$ cat config.mk
export PLATFORM = sky130hd
export DESIGN_NAME = affine_rf_bank_flat
export DESIGN_NICKNAME = d
export VERILOG_FILES = /design/src/rtl/affine_rf_bank_pkg.sv /design/src/rtl/affine_rf_bank_if.sv /design/src/rtl/affine_ext_fifo.sv /design/src/rtl/affine_rf_bank.sv /design/src/flat_wrapper.sv
export SDC_FILE = /design/constraint.sdc
export NUM_CORES = 1
export LEC_CHECK = 0
export ABC_AREA = 0
export BUFFER_PORTS_ARGS = -buffer_cell sky130_fd_sc_hd__buf_2
export CAP_MARGIN = 0
export CORE_MARGIN = 2
export CORE_UTILIZATION = 35
export CTS_CLUSTER_DIAMETER = 30
export DETAILED_ROUTE_END_ITERATION = 8
export GPL_TIMING_DRIVEN = 0
export PLACE_DENSITY = 0.61
export SETUP_SLACK_MARGIN = 0.1
export SLEW_MARGIN = 30
export SYNTH_ARGS = -nofsm -noshare
export SYNTH_HDL_FRONTEND = slang
export SYNTH_SLANG_ARGS = --single-unit
$ cat constraint.sdc
create_clock -name clk_i -period 5.3 [get_ports clk_i]
set_input_delay 0.53 -clock clk_i [delete_from_list [all_inputs] [get_ports clk_i]]
set_output_delay 0.53 -clock clk_i [all_outputs]
set_load 0.05 [all_outputs]
$ cat src/rtl/affine_rf_bank_pkg.sv
// rtl/affine_rf_bank_pkg.sv - shared width, write-mode encoding and saturating add
// Purpose: package affine, imported by the register bank, its FIFO and its interface.
// Ports: none (package).
package affine;

  localparam int N = 16;

  typedef enum logic [1:0] {
    SINGLE = 2'b00,
    BCAST  = 2'b01,
    ACCUM  = 2'b10,
    WM_RSV = 2'b11
  } wmode_t;

  typedef struct packed {
    logic               ovf;
    logic signed [63:0] sum;
  } sat_t;

  // Saturating add for a w-bit signed datapath (w <= 62). Operands arrive
  // sign-extended to 64 bits so the raw sum can never wrap; the result is
  // clamped to [-2^(w-1), 2^(w-1)-1] and ovf reports whether a clamp happened.
  function automatic sat_t sat_add(input logic signed [63:0] a,
                                   input logic signed [63:0] b,
                                   input int                 w);
    logic signed [63:0] hi;
    logic signed [63:0] lo;
    logic signed [63:0] s;
    sat_t               r;
    hi    = (64'sd1 <<< (w - 1)) - 64'sd1;
    lo    = -hi - 64'sd1;
    s     = a + b;
    r.ovf = 1'b0;
    r.sum = s;
    if (s > hi) begin
      r.sum = hi;
      r.ovf = 1'b1;
    end else if (s < lo) begin
      r.sum = lo;
      r.ovf = 1'b1;
    end
    return r;
  endfunction

endpackage

$ cat src/rtl/affine_rf_bank_if.sv
// rtl/affine_rf_bank_if.sv - bus bundle between sample source/ALU and the register bank
// Purpose: groups every non-clock, non-reset signal of affine_rf_bank.
// Ports: ext_* FIFO handshake, we/wmode/wd_* write port, rs/rd read ports,
//        acc_o flattened accumulators, ovf_o/clr_ovf_i sticky saturation flag.
// Modports: master drives the *_i signals, slave (the bank) drives the *_o signals.
interface affine_rf_bank_if #(
  parameter int N       = affine::N,
  parameter int NUM_ACC = 2,
  parameter int AW      = 3,
  parameter int CW      = 3
);
  logic               ext_valid_i;
  logic [N-1:0]       ext_data_i;
  logic               ext_ready_o;
  logic               ext_pop_i;
  logic               ext_avail_o;
  logic [CW-1:0]      ext_count_o;
  logic               we_i;
  logic [1:0]         wmode_i;
  logic [AW-1:0]      wd_addr_i;
  logic [N-1:0]       wd_data_i;
  logic [AW-1:0]      rs_addr_i;
  logic [AW-1:0]      rd_addr_i;
  logic [N-1:0]       rs_data_o;
  logic [N-1:0]       rd_data_o;
  logic [NUM_ACC*N-1:0] acc_o;
  logic               ovf_o;
  logic               clr_ovf_i;

  modport master (
    output ext_valid_i, ext_data_i, ext_pop_i, we_i, wmode_i, wd_addr_i, wd_data_i,
           rs_addr_i, rd_addr_i, clr_ovf_i,
    input  ext_ready_o, ext_avail_o, ext_count_o, rs_data_o, rd_data_o, acc_o, ovf_o
  );

  modport slave (
    input  ext_valid_i, ext_data_i, ext_pop_i, we_i, wmode_i, wd_addr_i, wd_data_i,
           rs_addr_i, rd_addr_i, clr_ovf_i,
    output ext_ready_o, ext_avail_o, ext_count_o, rs_data_o, rd_data_o, acc_o, ovf_o
  );
endinterface

$ cat src/rtl/affine_ext_fifo.sv
// rtl/affine_ext_fifo.sv - external sample FIFO with valid/ready push and pop
// Purpose: EXT_DEPTH-entry FIFO, no fall-through; ready/avail decode registered count.
// Ports: clk_i, rst_i (async, active-high); push_valid_i/push_data_i/ready_o push side;
//        pop_i/avail_o/head_o pop side; count_o occupancy.
module affine_ext_fifo #(
  parameter int N         = 16,
  parameter int EXT_DEPTH = 4
) (
  input  logic                         clk_i,
  input  logic                         rst_i,
  input  logic                         push_valid_i,
  input  logic [N-1:0]                 push_data_i,
  output logic                         ready_o,
  input  logic                         pop_i,
  output logic                         avail_o,
  output logic [$clog2(EXT_DEPTH):0]   count_o,
  output logic [N-1:0]                 head_o
);
  localparam int          PW   = $clog2(EXT_DEPTH);
  localparam logic [PW:0] FULL = (PW + 1)'(EXT_DEPTH);

  logic [N-1:0]  mem_q [EXT_DEPTH];
  logic [N-1:0]  mem_d [EXT_DEPTH];
  logic [PW-1:0] wr_ptr_q, wr_ptr_d;
  logic [PW-1:0] rd_ptr_q, rd_ptr_d;
  logic [PW:0]   count_q, count_d;
  logic          push, pop;

  assign ready_o = (count_q != FULL);
  assign avail_o = (count_q != '0);
  assign count_o = count_q;
  assign head_o  = avail_o ? mem_q[rd_ptr_q] : '0;

  always_comb begin
    mem_d    = mem_q;
    wr_ptr_d = wr_ptr_q;
    rd_ptr_d = rd_ptr_q;
    push     = push_valid_i && ready_o;
    pop      = pop_i && avail_o;
    if (push) begin
      mem_d[wr_ptr_q] = push_data_i;
      wr_ptr_d        = wr_ptr_q + PW'(1);
    end
    if (pop) begin
      rd_ptr_d = rd_ptr_q + PW'(1);
    end
    count_d = count_q + (PW + 1)'(push) - (PW + 1)'(pop);
  end

  always_ff @(posedge clk_i or posedge rst_i) begin
    if (rst_i) begin
      mem_q    <= '{default: '0};
      wr_ptr_q <= '0;
      rd_ptr_q <= '0;
      count_q  <= '0;
    end else begin
      mem_q    <= mem_d;
      wr_ptr_q <= wr_ptr_d;
      rd_ptr_q <= rd_ptr_d;
      count_q  <= count_d;
    end
  end
endmodule

$ cat src/rtl/affine_rf_bank.sv
// rtl/affine_rf_bank.sv - register bank feeding the affine ALU operands and accumulators
// Purpose: temps, accumulators (single/broadcast/saturating-accumulate writes), read
//          bypass, sticky overflow, and the external sample FIFO mapped at address 0.
// Ports: clk_i clock, rst_i async active-high reset, bus (affine_rf_bank_if.slave).
module affine_rf_bank
  import affine::*;
#(
  parameter int N         = affine::N,
  parameter int NUM_TMP   = 2,
  parameter int NUM_ACC   = 2,
  parameter int EXT_DEPTH = 4
) (
  input  logic              clk_i,
  input  logic              rst_i,
  affine_rf_bank_if.slave   bus
);
  localparam int AW   = $clog2(NUM_TMP + NUM_ACC + 2);
  localparam int NREG = 2 ** AW;
  localparam int ACC0 = NUM_TMP + 1;

  logic signed [N-1:0] tmp_q [NUM_TMP];
  logic signed [N-1:0] tmp_d [NUM_TMP];
  logic signed [N-1:0] acc_q [NUM_ACC];
  logic signed [N-1:0] acc_d [NUM_ACC];
  logic                ovf_q, ovf_d;
  logic [N-1:0]        fifo_head;
  logic [N-1:0]        view [NREG];
  sat_t                acc_sum;
  wmode_t              wmode;
  int                  wa;

  assign wmode = wmode_t'(bus.wmode_i);
  assign wa    = int'(bus.wd_addr_i);

  affine_ext_fifo #(.N(N), .EXT_DEPTH(EXT_DEPTH)) u_ext_fifo (
    .clk_i        (clk_i),
    .rst_i        (rst_i),
    .push_valid_i (bus.ext_valid_i),
    .push_data_i  (bus.ext_data_i),
    .ready_o      (bus.ext_ready_o),
    .pop_i        (bus.ext_pop_i),
    .avail_o      (bus.ext_avail_o),
    .count_o      (bus.ext_count_o),
    .head_o       (fifo_head)
  );

  // Write decode. The clear is applied first so a saturation in the same
  // cycle re-sets the flag (set wins).
  always_comb begin
    tmp_d   = tmp_q;
    acc_d   = acc_q;
    ovf_d   = bus.clr_ovf_i ? 1'b0 : ovf_q;
    acc_sum = '0;
    if (bus.we_i) begin
      case (wmode)
        SINGLE: begin
          for (int k = 0; k < NUM_TMP; k++)
            if (wa == k + 1) tmp_d[k] = bus.wd_data_i;
          for (int k = 0; k < NUM_ACC; k++)
            if (wa == ACC0 + k) acc_d[k] = bus.wd_data_i;
        end
        BCAST: begin
          for (int k = 0; k < NUM_ACC; k++) acc_d[k] = bus.wd_data_i;
        end
        ACCUM: begin
          for (int k = 0; k < NUM_ACC; k++) begin
            if (wa == ACC0 + k) begin
              acc_sum  = sat_add(64'(acc_q[k]), 64'(signed'(bus.wd_data_i)), N);
              acc_d[k] = acc_sum.sum[N-1:0];
              if (acc_sum.ovf) ovf_d = 1'b1;
            end
          end
        end
        default: ;
      endcase
    end
  end

  // Read view of the whole address space, with SINGLE/BCAST bypass overlaid.
  // ACCUM is deliberately not bypassed so reads see the pre-update value.
  always_comb begin
    for (int i = 0; i < NREG; i++) view[i] = '0;
    view[0] = fifo_head;
    for (int k = 0; k < NUM_TMP; k++) view[k + 1] = tmp_q[k];
    for (int k = 0; k < NUM_ACC; k++) view[ACC0 + k] = acc_q[k];
    if (bus.we_i && wmode == SINGLE && wa >= 1 && wa < ACC0 + NUM_ACC)
      view[bus.wd_addr_i] = bus.wd_data_i;
    if (bus.we_i && wmode == BCAST)
      for (int k = 0; k < NUM_ACC; k++) view[ACC0 + k] = bus.wd_data_i;
  end

  assign bus.rs_data_o = view[bus.rs_addr_i];
  assign bus.rd_data_o = view[bus.rd_addr_i];
  assign bus.ovf_o     = ovf_q;

  for (genvar g = 0; g < NUM_ACC; g++) begin : g_acc_out
    assign bus.acc_o[g*N +: N] = acc_q[g];
  end

  always_ff @(posedge clk_i or posedge rst_i) begin
    if (rst_i) begin
      tmp_q <= '{default: '0};
      acc_q <= '{default: '0};
      ovf_q <= 1'b0;
    end else begin
      tmp_q <= tmp_d;
      acc_q <= acc_d;
      ovf_q <= ovf_d;
    end
  end
endmodule

$ cat src/flat_wrapper.sv
// flat-port wrapper written by rule: the top's interface ports become plain ports
module affine_rf_bank_flat import affine::*;
#(
  parameter int N         = affine::N,
  parameter int NUM_TMP   = 2,
  parameter int NUM_ACC   = 2,
  parameter int EXT_DEPTH = 4
)
  (clk_i, rst_i, bus_ext_valid_i, bus_ext_data_i, bus_ext_pop_i, bus_we_i, bus_wmode_i, bus_wd_addr_i, bus_wd_data_i, bus_rs_addr_i, bus_rd_addr_i, bus_clr_ovf_i, bus_ext_ready_o, bus_ext_avail_o, bus_ext_count_o, bus_rs_data_o, bus_rd_data_o, bus_acc_o, bus_ovf_o);
  affine_rf_bank_if #(.N(N), .NUM_ACC(NUM_ACC), .AW(3), .CW(3)) bus_i ();
  input  logic clk_i;
  input  logic rst_i;
  input wire logic [$bits(bus_i.ext_valid_i)-1:0] bus_ext_valid_i;
  input wire logic [$bits(bus_i.ext_data_i)-1:0] bus_ext_data_i;
  input wire logic [$bits(bus_i.ext_pop_i)-1:0] bus_ext_pop_i;
  input wire logic [$bits(bus_i.we_i)-1:0] bus_we_i;
  input wire logic [$bits(bus_i.wmode_i)-1:0] bus_wmode_i;
  input wire logic [$bits(bus_i.wd_addr_i)-1:0] bus_wd_addr_i;
  input wire logic [$bits(bus_i.wd_data_i)-1:0] bus_wd_data_i;
  input wire logic [$bits(bus_i.rs_addr_i)-1:0] bus_rs_addr_i;
  input wire logic [$bits(bus_i.rd_addr_i)-1:0] bus_rd_addr_i;
  input wire logic [$bits(bus_i.clr_ovf_i)-1:0] bus_clr_ovf_i;
  output wire logic [$bits(bus_i.ext_ready_o)-1:0] bus_ext_ready_o;
  output wire logic [$bits(bus_i.ext_avail_o)-1:0] bus_ext_avail_o;
  output wire logic [$bits(bus_i.ext_count_o)-1:0] bus_ext_count_o;
  output wire logic [$bits(bus_i.rs_data_o)-1:0] bus_rs_data_o;
  output wire logic [$bits(bus_i.rd_data_o)-1:0] bus_rd_data_o;
  output wire logic [$bits(bus_i.acc_o)-1:0] bus_acc_o;
  output wire logic [$bits(bus_i.ovf_o)-1:0] bus_ovf_o;
  assign bus_i.ext_valid_i = bus_ext_valid_i;
  assign bus_i.ext_data_i = bus_ext_data_i;
  assign bus_i.ext_pop_i = bus_ext_pop_i;
  assign bus_i.we_i = bus_we_i;
  assign bus_i.wmode_i = bus_wmode_i;
  assign bus_i.wd_addr_i = bus_wd_addr_i;
  assign bus_i.wd_data_i = bus_wd_data_i;
  assign bus_i.rs_addr_i = bus_rs_addr_i;
  assign bus_i.rd_addr_i = bus_rd_addr_i;
  assign bus_i.clr_ovf_i = bus_clr_ovf_i;
  assign bus_ext_ready_o = bus_i.ext_ready_o;
  assign bus_ext_avail_o = bus_i.ext_avail_o;
  assign bus_ext_count_o = bus_i.ext_count_o;
  assign bus_rs_data_o = bus_i.rs_data_o;
  assign bus_rd_data_o = bus_i.rd_data_o;
  assign bus_acc_o = bus_i.acc_o;
  assign bus_ovf_o = bus_i.ovf_o;
  affine_rf_bank #(.N(N), .NUM_TMP(NUM_TMP), .NUM_ACC(NUM_ACC), .EXT_DEPTH(EXT_DEPTH)) u_core (.clk_i(clk_i), .rst_i(rst_i), .bus(bus_i));
endmodule
* Word-level counts from Yosys, hierarchy flattened *
Index checks and enable logic that the tools add are counted.

word-level totals
  register bits = 136
  output and inout port bits = 70
  word-level logic and storage cells = 102

operators by class
  $add $sub $neg = 6
  $lt $le $gt $ge = 13
  eq/ne operators = 11
  mux-type cells = 40
  bitwise gates (word level) = 5
  reductions and logical operators = 15

operators by type and width
  operator              number
  $mux 65               10
  $mux 16               13
  $bwmux 128            1
  $gt 64x16->1 const B  2
  $lt 64x16->1 const B  2
  $mux 128              1
  $bmux 16 s3           2
  $pmux 32 s3           1
  $bwmux 64             1
  $demux 16 s3          1
  $add 16x16->17        2
  $bmux 16 s2           1
  $demux 16 s2          1
  $mux 32               1
  $ge 4x4->1 const B    3
  $not 3->4             3
  $eq 3x3->1 const B    3
  $logic_and 1x1->1     8
  $ne 2x1->1 const B    4
  $reduce_and 4->1      2
  $mux 1                7
  $ge 3x3->1 const B    2
  $not 2->3             2
  $reduce_and 3->1      2
  13 further kinds      15

* Depth between registers and ports, before layout *
  depth after elaboration = 13
  mapped depth = 12
  depth with buffers taken out = 11

* Cells and area by module *
Synthesis repeated with hierarchy kept, for this count alone.

unflattened totals
  cell total of the unflattened synthesis = 938
  area, all modules = 9,564.2 um^2

modules (own cells, without submodules)
  module           times used  cells an instance  area each (um^2)  seq. area each (um^2)
  affine_rf_bank   1           728                6,072.1           1,626.6
  affine_ext_fifo  1           210                3,492.1           1,776.7

* Least setup slack after synthesis *
Ideal clock, no wire load.

  path kind = flip-flop to output port
  start point = reg u_core.u_ext_fifo.count_q[1] (netlist: u_core.u_ext_fifo.count_o[1])
  end point = out bus_rd_data_o[14]
  data arrival time = 2.941 ns
  data required time = 4.770 ns
  slack = 1.829 ns
  stages on the path, launching flop included = 9
  path buffers = 2
  path through = dfrtp_1 > or3_1 > clkbuf_1 > clkbuf_1 > nand2_1 > nor2_1 > a21oi_1 > o22a_1 > o22ai_1

on the way
  cells in the longest elaborated chain, start to end = 7

ends and longest elaborated chain
  what                                            line                   text
  from (decl)                                     affine_ext_fifo.sv:26  logic [PW:0] count_q, count_d;
  from (signal assigned)                          affine_ext_fifo.sv:60  count_q <= count_d;
  $reduce_bool 3->1 (*)                           affine_ext_fifo.sv:30  assign avail_o = (count_q != '0);
  net bus_ext_avail_o                             flat_wrapper.sv:24     output wire logic [$bits(bus_i.ext_avail_o)-1:0] bus_ext_avail_o;
  $mux 16 (*)                                     affine_ext_fifo.sv:32  assign head_o = avail_o ? mem_q[rd_ptr_q] : '0;
  $bwmux 128                                      affine_rf_bank.sv:87   view[bus.wd_addr_i] = bus.wd_data_i;
  $mux 128 (*)                                    affine_rf_bank.sv:86   if (bus.we_i && wmode == SINGLE && wa >= 1 && wa < ACC0 + NUM_ACC)
  $bmux 16 s3 (*)                                 affine_rf_bank.sv:93   assign bus.rd_data_o = view[bus.rd_addr_i];
  $mux 16 (implied by the code) (*) (2 in a row)  affine_rf_bank.sv:93
  to (decl)                                       flat_wrapper.sv:27     output wire logic [$bits(bus_i.rd_data_o)-1:0] bus_rd_data_o;

The timed path passes the listed nets; every way through them passes the cells marked *. The select of a mux whose other input is x is not followed.

* Final worst setup path *
  start point = reg u_core.u_ext_fifo.rd_ptr_q[1]
  end point = out bus_rs_data_o[14]

on the way
  cells in the longest elaborated chain, start to end = 10

ends and longest elaborated chain
  what                                            line                   text
  from (decl)                                     affine_ext_fifo.sv:25  logic [PW-1:0] rd_ptr_q, rd_ptr_d;
  from (signal assigned)                          affine_ext_fifo.sv:59  rd_ptr_q <= rd_ptr_d;
  $not 2->3 (implied by the code) (*)             affine_ext_fifo.sv:32
  $bmux 16 s2 (*)                                 affine_ext_fifo.sv:32
  $mux 16 (implied by the code) (*) (2 in a row)  affine_ext_fifo.sv:32
  $mux 16 (*)                                     affine_ext_fifo.sv:32
  $bwmux 128                                      affine_rf_bank.sv:87
  $mux 128 (*)                                    affine_rf_bank.sv:86
  $bmux 16 s3 (*)                                 affine_rf_bank.sv:92   assign bus.rs_data_o = view[bus.rs_addr_i];
  $mux 16 (implied by the code) (*) (2 in a row)  affine_rf_bank.sv:92
  to (decl)                                       flat_wrapper.sv:26     output wire logic [$bits(bus_i.rs_data_o)-1:0] bus_rs_data_o;

Mark *: on every way between the ends. The rest lies on a longest branch, timed or not. The select of a mux whose other input is x is not followed.

==> run summary <==
========================================================================================================
Gate count of the mapped netlist                                                                     952
Post-CTS setup buffer count                                                                            0
Netlist area before placement                                                                 9364 sq um
Max-Slew Margin vs Limit                                                                          0.4782
Fraction of synthesized cell area taken by the top area cell type                                 0.3634
Placeable core area                                                                          26130 sq um
Data required time at the worst endpoint                                                         4.77 ns
Dominant combinational cell family by area after synthesis                                  compound AO/OA/AOI/OAI gates
Mapped Avg Cell Area                                                                         9.836 sq um
Placed Instances                                                                                    1404
Main flop type after synthesis                                                                   dfrtp_1
Flip-flop and latch count after synthesis                                                            136
TritonCTS clock tree                                                                                done
I/O Pins                                                                                             119
Final Hold Fails                                                                                       0
Residual DRC                                                                                           0
Total negative slack                                                                                0 ns
First-pass detailed-route iteration total                                                              5
Overall via count from detail_route                                                                 8190
Capturing element type of the critical path                                                   output pin
Highest ir drop seen on vdd                                                                    0.2791 mV
Vias per inst                                                                                      5.699
Critical path peak fanout                                                                             10
Count of flip-flops with a built-in enable after synthesis                                             0
Arrival @ worst endpoint                                                                         3.27 ns
Setup CP Type                                                                               flop to output pin
Total CTS buffers                                                                                     17
Number of cells on the worst reg-to-reg path                                                          11
Yosys cell types                                                                                      65
Total gr overflow                                                                                      0
Number of placement rows                                                                              59
Post-synthesis async set-or-reset flop share                                                       1.000
Routed wire length per instance                                                             21.61 microns
Number of port buffers                                                                               116
Global router's overall resource usage                                                            0.2229
Total length of routed wires                                                                    31.06 mm
Worst clock skew                                                                              0.01519 ns
RSZ-0062 raised after global routing                                                                  no
Yosys warns                                                                                            0
Post-synthesis mux area share                                                                     0.1960
Effective utilization at floorplan                                                                0.3583
Number of levels the H-tree was split into                                                             4
Sink count of the clock tree                                                                         136
Post-route antenna net violation count                                                                 0
Reported max-cap violation count                                                                       0
Vias in the first global route                                                                      8065
Post-layout minimum cycle time                                                                  3.800 ns
Layout Nets                                                                                         1178
Post-route fraction of the period consumed by the critical path                                   0.7169
Number of non-filler instances in the completed layout                                              1437
Core utilization of the finished layout                                                           0.4209
Largest net degree at the start of global routing                                                     81
Global-route wire length before repair                                                          47.60 mm
Worst Max-Slew Pin Slew                                                                        0.7774 ns
Adder-cell area share of the yosys netlist                                                       0.05719
Worst R2R Start                                                                             u_core.bus.acc_o[0]
Total power consumption of the routed design                                                  0.006017 W
CTS root buf                                                                                   clkbuf_16
Routability congestion estimate                                                                   0.9160
Setup violations, final                                                                                0
Worst min-delay path class                                                                  input pin to asynchronous set/reset pin
Clock buffer depth                                                                                     2
Area delta synth->final                                                                           17.45%
Number of antenna violations at the first check in global routing                                      3
Max frequency                                                                                 0.2632 GHz
R2r setup slk                                                                                    2.00 ns
Iter 0 DRT Violations                                                                                633
Leak                                                                                            5.051 nW
Worst flop-to-flop path endpoint                                                            u_core.bus.acc_o[9]
Critical Path Start Type                                                                            flop
Share of post-route cells with drive strength above 1                                             0.2716
Synthesized-area fraction occupied by ao, oa, aoi and oai cells                                   0.2012
Post-CTS clock slew at the launch and capture registers of the worst setup and hold paths        0.06 ns
Worst setup path startpoint                                                                 u_core.u_ext_fifo.rd_ptr_q[1]
Sequential fraction of the synthesis area                                                         0.3634
Cell type with the highest aggregate area in the netlist                                         dfrtp_1
Die ar.                                                                                      28080 sq um
Endpoint of the most critical setup path                                                    bus_rs_data_o[14]
Number of gates resized after cts                                                                      0
Clock latency reported for the late side of the worst-skew pair                                  0.43 ns
Area fraction in and, or, nand and nor cells after synthesis                                      0.1104
Ranking of synthesized cells by area                                                        dfrtp_1 (36%), mux2_2 (10%), ha_1 (5.1%)
Pwr/cell area                                                                               547.1 nW/um^2
Vert. Die Dim                                                                               167.6 microns
Result of the run                                                                           complete, no violations
Xor and xnor area share after synthesis                                                          0.02712
Syn_nets                                                                                            1042
DPL Wire Length                                                                                 23.40 mm
Hold-fix buffers at CTS                                                                                0
X dimension of the die                                                                      167.6 microns
Slew Limit Fails                                                                                       0
========================================================================================================
==> final cells by class <==
cell class / instances / area, sq um
sequential: 136 / 3403
clock inverter: 12 / 130.1
antenna: 1 / 2.502
tap: 335 / 419.2
inverter: 43 / 168.9
timing repair buffer: 117 / 608.1
clock buffer: 20 / 466.7
multi-input combinational: 710 / 5543
fill: 2633 / 15130
buffer: 63 / 256.5
==> sequential cells by signal (all words and copies together), names as in the netlist <==
signal,cells
u_core.bus.acc_o,32
u_core.bus.ovf_o,1
u_core.tmp_q,32
u_core.u_ext_fifo.count_o,3
u_core.u_ext_fifo.mem_q,64
u_core.u_ext_fifo.rd_ptr_q,2
u_core.u_ext_fifo.wr_ptr_q,2
==> Yosys cell counts, types with 6 or more instances <==
| master | number |
|---|---|
| a211oi_1 | 16 |
| a211oi_2 | 8 |
| a21o_1 | 9 |
| a21oi_1 | 51 |
| a221oi_1 | 11 |
| buf_2 | 9 |
| clkbuf_1 | 49 |
| dfrtp_1 | 136 |
| ha_1 | 38 |
| inv_1 | 43 |
| mux2_2 | 85 |
| mux2i_1 | 36 |
| mux4_2 | 21 |
| nand2_1 | 100 |
| nand2b_1 | 12 |
| nor2_1 | 85 |
| nor2b_1 | 7 |
| nor3_1 | 8 |
| o211ai_1 | 8 |
| o21a_1 | 6 |
| o21ai_0 | 36 |
| o22a_1 | 22 |
| o22ai_1 | 32 |
| o31ai_2 | 9 |
| xnor2_1 | 22 |
| xor2_1 | 7 |
==> cells in the final DEF (no fill, tap or decap), types with 4 or more instances in the layout <==
cell	n
a211oi_1	16
a211oi_2	8
a21o_1	9
a21oi_1	51
a221oi_1	11
and2_1	4
buf_2	125
clkbuf_1	49
clkbuf_16	17
clkinv_4	5
dfrtp_1	136
ha_1	38
inv_1	42
mux2_1	4
mux2_2	85
mux2i_1	36
mux4_2	21
nand2_1	100
nand2b_1	12
nand3_1	5
nand4_1	5
nor2_1	85
nor2b_1	7
nor3_1	8
o211ai_1	8
o21a_1	6
o21ai_0	36
o21ai_1	5
o21bai_1	5
o22a_1	22
o22ai_1	32
o31ai_1	5
o31ai_2	9
xnor2_1	22
xor2_1	7
==> cells by family after synthesis <==
logic type	Yosys count
AOI/OAI and AO/OA	255
and+or+nand+nor	239
muxes	146
DFF	136
buffers and inverters	106
adders and majority gates	41
xor gates and xnor gates	29
==> layer usage <==
metal / GRT usage / wire, microns / vias up
met5: 0 / 27 / -
met4: 0.08922 / 1056 / 4
met3: 0.05791 / 2439 / 54
met2: 0.3498 / 13950 / 328
met1: 0.2944 / 13580 / 4036
li1: - / - / 3768
==> metrics by stage <==
stage	setup WS, ns	instance area [sq um]	hold WS [ns]
floorplan	1.131	9364	0.4522
global placement	-0.6777	10360	0.4763
detailed placement	1.658	10400	0.4777
CTS	1.500	11000	0.1444
global route	1.383	11000	0.1499
finish	1.500	11000	0.1229
==> power by group <==
part	switching, W	internal, W	total, W
Clock	0.000504	0.000697	0.00120
Sequential	0.000280	0.00143	0.00171
Combinational	0.00187	0.00124	0.00310
Total	0.00265	0.00337	0.00602
==> critical path, cell delays in order, from the launching register on <==
cell and delay [ns]:
dfrtp_1 0.32, clkbuf_1 0.41, clkbuf_1 0.60, mux4_2 0.35, nand2_1 0.09, nor2_1 0.13
a21oi_1 0.06, o22a_1 0.24, o22ai_1 0.29, buf_2 0.34
==> how the worst min path moves through the flow <==
stage,start,endpoint,cells after the start
finish,rst_i,u_core.tmp_q[21],2
detailed placement,u_core.tmp_q[1],u_core.tmp_q[1],2
floorplan,u_core.tmp_q[1],u_core.tmp_q[1],2
global route,rst_i,u_core.tmp_q[21],2
CTS,rst_i,u_core.bus.acc_o[21],2
global placement,u_core.tmp_q[1],u_core.tmp_q[1],2
Note: power is estimated with default switching activity, not from simulation.
